**src/rtl/pueo_mode1_pkg.sv**
```systemverilog
// Shared types and constants for the mode1 register-access packet receiver.
// Latency: n/a (types and constants only).
// Backpressure: n/a.
package pueo_mode1_pkg;

    // Packet is B0 {wr, addr}, B1..B4 data MSB first, B5 checksum.
    localparam int          PKT_LEN  = 6;
    localparam logic [2:0]  IDX_B0   = 3'd0;
    localparam logic [2:0]  IDX_DATA = 3'd1;
    localparam logic [2:0]  IDX_CSUM = 3'(PKT_LEN - 1);

    typedef enum logic [1:0] {
        ST_IDLE    = 2'd0,
        ST_COLLECT = 2'd1,
        ST_DISCARD = 2'd2
    } coll_state_t;

    typedef struct packed {
        logic [6:0]  addr;
        logic        wr;
        logic [31:0] wdata;
    } req_t;

endpackage

```
**src/rtl/pueo_sat_counter.sv**
```systemverilog
// Saturating event counter: counts inc pulses, sticks at all-ones.
// Latency: count reflects an inc pulse on the following cycle.
// Backpressure: none; one increment per cycle at most.
module pueo_sat_counter #(
    parameter int W = 8
) (
    input  logic         sysclk_i,
    input  logic         sysrst_n_i,
    input  logic         inc,
    output logic [W-1:0] cnt
);

    // Count up on inc, hold once every bit is set.
    always_ff @(posedge sysclk_i) begin
        if (!sysrst_n_i) begin
            cnt <= '0;
        end else if (inc && (cnt != {W{1'b1}})) begin
            cnt <= cnt + 1'b1;
        end
    end

endmodule

```
**src/rtl/pueo_mode1_packet_rx.sv**
```systemverilog
// Assembles 6-byte mode1 register packets, validates framing/checksum, issues one request at a time.
// Latency: req_valid_o rises one cycle after the B5 byte; error counts update one cycle after the byte.
// Backpressure: upstream cannot stall; good packets arriving while a request is stuck are dropped and
// counted in err_ovf. Build option PUEO_MODE1_CHECKSUM_EN enables checksum checking and err_csum.
module pueo_mode1_packet_rx
    import pueo_mode1_pkg::*;
#(
    parameter int ERR_CNT_W = 8
) (
    input  logic                 sysclk_i,
    input  logic                 sysrst_n_i,
    input  logic                 cmdproc_rst_i,
    input  logic [7:0]           cmdproc_tdata,
    input  logic                 cmdproc_tvalid,
    input  logic                 cmdproc_tlast,
    output logic [6:0]           req_addr_o,
    output logic                 req_wr_o,
    output logic [31:0]          req_wdata_o,
    output logic                 req_valid_o,
    input  logic                 req_ready_i,
    output logic [ERR_CNT_W-1:0] err_short_o,
    output logic [ERR_CNT_W-1:0] err_long_o,
    output logic [ERR_CNT_W-1:0] err_csum_o,
    output logic [ERR_CNT_W-1:0] err_ovf_o
);

    coll_state_t state_q;
    logic [2:0]  idx_q;
    logic [7:0]  b0_q;
    logic [31:0] data_q;
    req_t        req_q;
    req_t        req_nxt;
    logic        req_vld_q;

    logic        byte_vld;
    logic        complete;
    logic        csum_ok;
    logic        pkt_good;
    logic        req_load;
    logic        short_evt;
    logic        long_evt;
    logic        csum_evt;
    logic        ovf_evt;

`ifdef PUEO_MODE1_CHECKSUM_EN
    logic [7:0]  sum_q;
    logic [7:0]  sum_nxt;
`endif

    // Decode the current byte into framing events and the request-load decision.
    always_comb begin
        byte_vld  = cmdproc_tvalid & ~cmdproc_rst_i;
        short_evt = 1'b0;
        long_evt  = 1'b0;
        complete  = 1'b0;
        case (state_q)
            ST_IDLE: begin
                short_evt = byte_vld & cmdproc_tlast;
            end
            ST_COLLECT: begin
                if (byte_vld) begin
                    if (idx_q == IDX_CSUM) begin
                        complete = cmdproc_tlast;
                        long_evt = ~cmdproc_tlast;
                    end else begin
                        short_evt = cmdproc_tlast;
                    end
                end
            end
            default: ;
        endcase

`ifdef PUEO_MODE1_CHECKSUM_EN
        sum_nxt = sum_q + cmdproc_tdata;
        csum_ok = (sum_nxt == 8'h00);
`else
        csum_ok = 1'b1;
`endif

        pkt_good = complete & csum_ok;
        csum_evt = complete & ~csum_ok;
        req_load = pkt_good & (~req_vld_q | req_ready_i);
        ovf_evt  = pkt_good & ~req_load;

        req_nxt.addr  = b0_q[6:0];
        req_nxt.wr    = b0_q[7];
        req_nxt.wdata = b0_q[7] ? data_q : 32'h0;
    end

    // Collector FSM: capture B0 and data bytes, track index (and running sum when checked).
    always_ff @(posedge sysclk_i) begin
        if (!sysrst_n_i) begin
            state_q <= ST_IDLE;
            idx_q   <= IDX_B0;
            b0_q    <= 8'h00;
            data_q  <= 32'h0;
`ifdef PUEO_MODE1_CHECKSUM_EN
            sum_q   <= 8'h00;
`endif
        end else if (cmdproc_rst_i) begin
            state_q <= ST_IDLE;
            idx_q   <= IDX_B0;
`ifdef PUEO_MODE1_CHECKSUM_EN
            sum_q   <= 8'h00;
`endif
        end else if (cmdproc_tvalid) begin
            case (state_q)
                ST_IDLE: begin
                    b0_q <= cmdproc_tdata;
                    if (cmdproc_tlast) begin
                        idx_q <= IDX_B0;
`ifdef PUEO_MODE1_CHECKSUM_EN
                        sum_q <= 8'h00;
`endif
                    end else begin
                        idx_q   <= IDX_DATA;
                        state_q <= ST_COLLECT;
`ifdef PUEO_MODE1_CHECKSUM_EN
                        sum_q   <= cmdproc_tdata;
`endif
                    end
                end
                ST_COLLECT: begin
                    if (idx_q == IDX_CSUM) begin
                        idx_q   <= IDX_B0;
                        state_q <= cmdproc_tlast ? ST_IDLE : ST_DISCARD;
`ifdef PUEO_MODE1_CHECKSUM_EN
                        sum_q   <= 8'h00;
`endif
                    end else begin
                        data_q <= {data_q[23:0], cmdproc_tdata};
                        if (cmdproc_tlast) begin
                            idx_q   <= IDX_B0;
                            state_q <= ST_IDLE;
`ifdef PUEO_MODE1_CHECKSUM_EN
                            sum_q   <= 8'h00;
`endif
                        end else begin
                            idx_q <= idx_q + 3'd1;
`ifdef PUEO_MODE1_CHECKSUM_EN
                            sum_q <= sum_nxt;
`endif
                        end
                    end
                end
                ST_DISCARD: begin
                    if (cmdproc_tlast) begin
                        state_q <= ST_IDLE;
                    end
                end
                default: begin
                    state_q <= ST_IDLE;
                    idx_q   <= IDX_B0;
                end
            endcase
        end
    end

    // Request register: load on a good packet when free or being accepted, clear on acceptance.
    always_ff @(posedge sysclk_i) begin
        if (!sysrst_n_i) begin
            req_q     <= '0;
            req_vld_q <= 1'b0;
        end else if (req_load) begin
            req_q     <= req_nxt;
            req_vld_q <= 1'b1;
        end else if (req_vld_q && req_ready_i) begin
            req_vld_q <= 1'b0;
        end
    end

    assign req_addr_o  = req_q.addr;
    assign req_wr_o    = req_q.wr;
    assign req_wdata_o = req_q.wdata;
    assign req_valid_o = req_vld_q;

    pueo_sat_counter #(.W(ERR_CNT_W)) u_cnt_short (
        .sysclk_i   (sysclk_i),
        .sysrst_n_i (sysrst_n_i),
        .inc        (short_evt),
        .cnt        (err_short_o)
    );

    pueo_sat_counter #(.W(ERR_CNT_W)) u_cnt_long (
        .sysclk_i   (sysclk_i),
        .sysrst_n_i (sysrst_n_i),
        .inc        (long_evt),
        .cnt        (err_long_o)
    );

    // Without checksum checking csum_evt is constant 0, so this counter stays at 0.
    pueo_sat_counter #(.W(ERR_CNT_W)) u_cnt_csum (
        .sysclk_i   (sysclk_i),
        .sysrst_n_i (sysrst_n_i),
        .inc        (csum_evt),
        .cnt        (err_csum_o)
    );

    pueo_sat_counter #(.W(ERR_CNT_W)) u_cnt_ovf (
        .sysclk_i   (sysclk_i),
        .sysrst_n_i (sysrst_n_i),
        .inc        (ovf_evt),
        .cnt        (err_ovf_o)
    );

endmodule

```
**config.mk**
```make
export PLATFORM = sky130hd
export DESIGN_NAME = pueo_mode1_packet_rx
export DESIGN_NICKNAME = d
export VERILOG_FILES = /design/src/rtl/pueo_mode1_pkg.sv /design/src/rtl/pueo_sat_counter.sv /design/src/rtl/pueo_mode1_packet_rx.sv
export SDC_FILE = /design/constraint.sdc
export NUM_CORES = 1
export LEC_CHECK = 0
export BUFFER_PORTS_ARGS = -buffer_cell sky130_fd_sc_hd__buf_2
export CAP_MARGIN = 10
export CORE_UTILIZATION = 54
export CTS_CLUSTER_DIAMETER = 50
export DETAILED_ROUTE_END_ITERATION = 10
export GPL_TIMING_DRIVEN = 1
export HOLD_SLACK_MARGIN = 0.03
export PLACE_DENSITY = 0.78
export SLEW_MARGIN = 20
export SYNTH_ARGS = -nofsm -noshare
export SYNTH_HDL_FRONTEND = slang
export SYNTH_SLANG_ARGS = --single-unit
export TNS_END_PERCENT = 1
```
**constraint.sdc**
```tcl
create_clock -name sysclk_i -period 2.3 [get_ports sysclk_i]
set_input_delay 0.575 -clock sysclk_i [delete_from_list [all_inputs] [get_ports sysclk_i]]
set_output_delay 0.575 -clock sysclk_i [all_outputs]
set_load 0.01 [all_outputs]
```
==> flow_summary_export.csv <==
group,metric,value,unit
hold_path,hold_class,"input pin to register",
route,wl_per_cell,13.8,um
clock_network,numCtsBuffers,9,
yosys,syn_area,4410,um2
cells_and_area,final_area,5050,um2
placement,gp_congestion,0.831,
grt,grt_max_degree,41,
timing,worst_pin_slew,0.561,ns
cells_and_area,ff_latch_area,2200,um2
grt,grt_usage,0.234,
cells_and_area,num_antenna_cells,0,
floorplanning,rows,32,
clock_network,clock-sinks,110,
grt,antenna_found_initial,0,
timing,hold_viol,0,
yosys,syn_avg_cell_area,8.15,um2
clock_network,h-tree-depth,3,
floorplanning,die_y,92.4,um
worst_setup_path,startpoint,"idx_q[0]$_SDFFE_PP0P_",
yosys,synth.distinct_cells,42,
cells_and_area,drive_gt1_frac,0.182,
cells_and_area,syn2layout_area_growth,14.5,%
yosys,syn_inst,541,
clock_network,cts_tree,"done",
route,firstDrtPassIters,5,
worst_setup_path,cp.required,2.61,ns
cells_and_area,final.fill_count,702,
route,dr_total_vias,3957,
worst_setup_path,cp-end-kind,"register",
worst_setup_path,arrival,2.44,ns
clock_network,postCtsHoldBufs,0,
floorplanning,boundaryPins,87,
grt,grt_pass1_wl,16.0,mm
job,drv_cap,0,
timing,post-route-min-period,2.12,ns
yosys,seq_area_frac_synth,0.500,
cells_and_area,multi_input_area,1980,um2
placement,dp_hpwl,6.45,mm
floorplanning,core,7810,um2
timing,slew_headroom,0.626,
run_status,status,"finished clean",
worst_setup_path,setup.worst_path.end,"u_cnt_long.cnt[5]$_SDFFE_PN0P_",
yosys,yosys_warnings,0,
pwr,power_density,653,nW/um2
worst_setup_path,crit_fanout,9,
placement,place_area,4830,um2
clock_network,postCtsSetupRepairBufs,0,
cells_and_area,final_nets,618,
timing,drv_slew,0,
floorplanning,design.die.area,8530,um2
clock_network,cts_resized,0,
grt,gr-total-overflow,0,
worst_setup_path,startpoint_type,"register",
timing,fin_worst_skew,0.0154,ns
timing,fmax,471,MHz
worst_setup_path,r2r_end,"u_cnt_long.cnt[5]$_SDFFE_PN0P_",
timing,fin_crit_sh,0.924,
worst_setup_path,path_class,"register to register",
route,routed_wl,9.71,mm
timing,holdWs,0.448,ns
worst_setup_path,r2r_cells,5,
yosys,synth-seq-cells,110,
route,first_iter_violations,185,
floorplanning,dieWidth,92.4,um
worst_setup_path,r2r_setup_slack,0.18,ns
pwr,vdd_drop_max,0.000391,V
clock_network,clkTransAtPathRegs,0.11,ns
pwr,leakagePower,1.95,nW
route,vias_per_cell,5.60,
grt,grt_pass1_vias,3497,
clock_network,cts-root-buf,"clkbuf_8",
route,ant_nets,0,
timing,finalSetupViolCount,0,
timing,rsz0062_at_grt,"no",
clock_network,clk_latency,0.38,ns
clock_network,clk_path_buf_depth,2,
worst_setup_path,worstReg2RegStart,"idx_q[0]$_SDFFE_PP0P_",
timing,fin_tns_setup,0,ns
floorplanning,start_util,0.565,
route,drc_errors,0,
placement,io_buffer_count,78,
[registers in the layout, indices dropped and copies added (netlist names)]
signal	count
u_cnt_short.cnt	8
u_cnt_long.cnt	8
idx_q	3
u_cnt_ovf.cnt	8
state_q	2
req_wdata_o	32
data_q	32
req_valid_o	1
req_addr_o	7
req_wr_o	1
b0_q	8
[worst min-delay path by stage]
stage                                  from                           end  slack (ns)  cells after the start
2_1_floorplan          b0_q[0]$_SDFFE_PN0P_    req_addr_o[0]$_SDFFE_PN0P_        0.43                      2
3_3_place_gp   req_wdata_o[30]$_SDFFE_PN0P_  req_wdata_o[30]$_SDFFE_PN0P_        0.43                      2
3_5_place_dp   req_wdata_o[13]$_SDFFE_PN0P_  req_wdata_o[13]$_SDFFE_PN0P_        0.44                      2
4_1_cts                    cmdproc_tdata[3]        data_q[3]$_SDFFE_PN0P_        0.44                      3
5_1_grt                    cmdproc_tdata[7]        data_q[7]$_SDFFE_PN0P_        0.45                      3
6_report                   cmdproc_tdata[3]        data_q[3]$_SDFFE_PN0P_        0.45                      3
[power by group]
part           internal, mW  switching (mW)
Clock                 0.542           0.716
Sequential             1.91          0.0114
Combinational        0.0353          0.0774
Total                  2.49           0.805
[metal layers]
metal,global-route usage,vias up,wire (um),share of wire
met4,0.0872,0,153,0.016
met5,0,-,0,0
met2,0.399,121,4860,0.50
li1,-,1965,-,-
met3,0.0386,13,499,0.051
met1,0.296,1858,4200,0.43
[cells in the mapped netlist]
| master | n | share of area |
|---|---|---|
| nand2b_1 | 4 | 0.0057 |
| buf_2 | 10 | 0.011 |
| and4bb_1 | 1 | 0.0028 |
| buf_4 | 8 | 0.014 |
| o211ai_1 | 1 | 0.0017 |
| nand2_1 | 138 | 0.12 |
| nand4_1 | 5 | 0.0071 |
| and2b_1 | 1 | 0.0017 |
| and4_1 | 2 | 0.0040 |
| buf_6 | 2 | 0.0051 |
| ha_1 | 5 | 0.014 |
| a21o_1 | 1 | 0.0017 |
| o211ai_4 | 1 | 0.0048 |
| conb_1 | 1 | 0.00085 |
| o21ai_0 | 11 | 0.012 |
| clkbuf_1 | 27 | 0.023 |
| nor3b_2 | 1 | 0.0028 |
| a21oi_1 | 99 | 0.11 |
| nor3_1 | 1 | 0.0011 |
| inv_1 | 4 | 0.0034 |
| and3_1 | 5 | 0.0071 |
| nand3_1 | 46 | 0.052 |
| nor2_1 | 12 | 0.010 |
| dfxtp_1 | 110 | 0.50 |
| o31ai_1 | 7 | 0.012 |
| o2111ai_1 | 1 | 0.0020 |
| a41oi_1 | 1 | 0.0020 |
| nand4b_1 | 1 | 0.0020 |
| a311oi_1 | 1 | 0.0020 |
| and3b_1 | 1 | 0.0020 |
| or4_1 | 7 | 0.012 |
| nand3_4 | 1 | 0.0040 |
| buf_1 | 1 | 0.00085 |
| a32oi_1 | 3 | 0.0060 |
| nor2b_1 | 2 | 0.0028 |
| o221a_2 | 1 | 0.0026 |
| xor2_1 | 3 | 0.0060 |
| or3_1 | 9 | 0.013 |
| nand4bb_1 | 1 | 0.0026 |
| o41ai_1 | 1 | 0.0020 |
| nor4b_2 | 1 | 0.0034 |
| mux2i_1 | 3 | 0.0068 |
[area by class of cell]
class	instances	share of cell area
Clock buffer	9	0.0245
Clock inverter	7	0.0193
Inverter	4	0.00297
Multi-Input combinational cell	386	0.392
Sequential cell	110	0.436
Tap cell	102	0.0253
Timing Repair Buffer	88	0.0996
[metrics by stage]
stage | setup slack, ns | util | power [mW] | std cells
after floorplan | 0.515 | - | 2.05 | 548
after global placement | 0.220 | 0.618 | 2.08 | 690
after detailed placement | 0.162 | 0.618 | 2.08 | 690
after CTS | 0.198 | 0.647 | 3.32 | 706
after global routing | 0.0284 | 0.647 | 3.40 | 706
final | 0.175 | 0.647 | 3.30 | 706
[layout by cell type, fill, tap and decap left out, types with 2 or more instances in the layout]
cell type	count
a21oi_1	99
a32oi_1	3
and3_1	5
and4_1	2
buf_12	3
buf_2	78
buf_4	7
clkbuf_8	9
conb_1	8
dfxtp_1	110
ha_1	5
inv_1	3
inv_8	3
mux2i_1	3
nand2_1	138
nand2b_1	4
nand3_1	46
nand4_1	5
nor2_1	12
nor2b_1	2
o21ai_0	11
o31ai_1	7
or3_1	9
or4_1	7
xor2_1	3
[worst max-delay path, stage by stage (launching register included)]
cell and delay, ns:
dfxtp_1 0.40, ha_1 0.25, and3_1 0.42, o211ai_1 0.31, or4_1 0.54, a21oi_1 0.14
[cell families (layout without fill, tap and decap cells)]
| logic type | after synthesis | in the layout | share of synthesized area |
|---|---|---|---|
| muxes | 3 | 3 | 0.00681 |
| other | 1 | 8 | 0.000851 |
| AOI/OAI and AO/OA | 128 | 128 | 0.162 |
| and+or+nand+nor | 239 | 239 | 0.254 |
| xor gates and xnor gates | 3 | 3 | 0.00596 |
| buffers and inverters | 52 | 108 | 0.0573 |
| adders and majority gates | 5 | 5 | 0.0142 |
| DFF | 110 | 110 | 0.500 |
No activity file was read; power rests on OpenSTA's default activity.
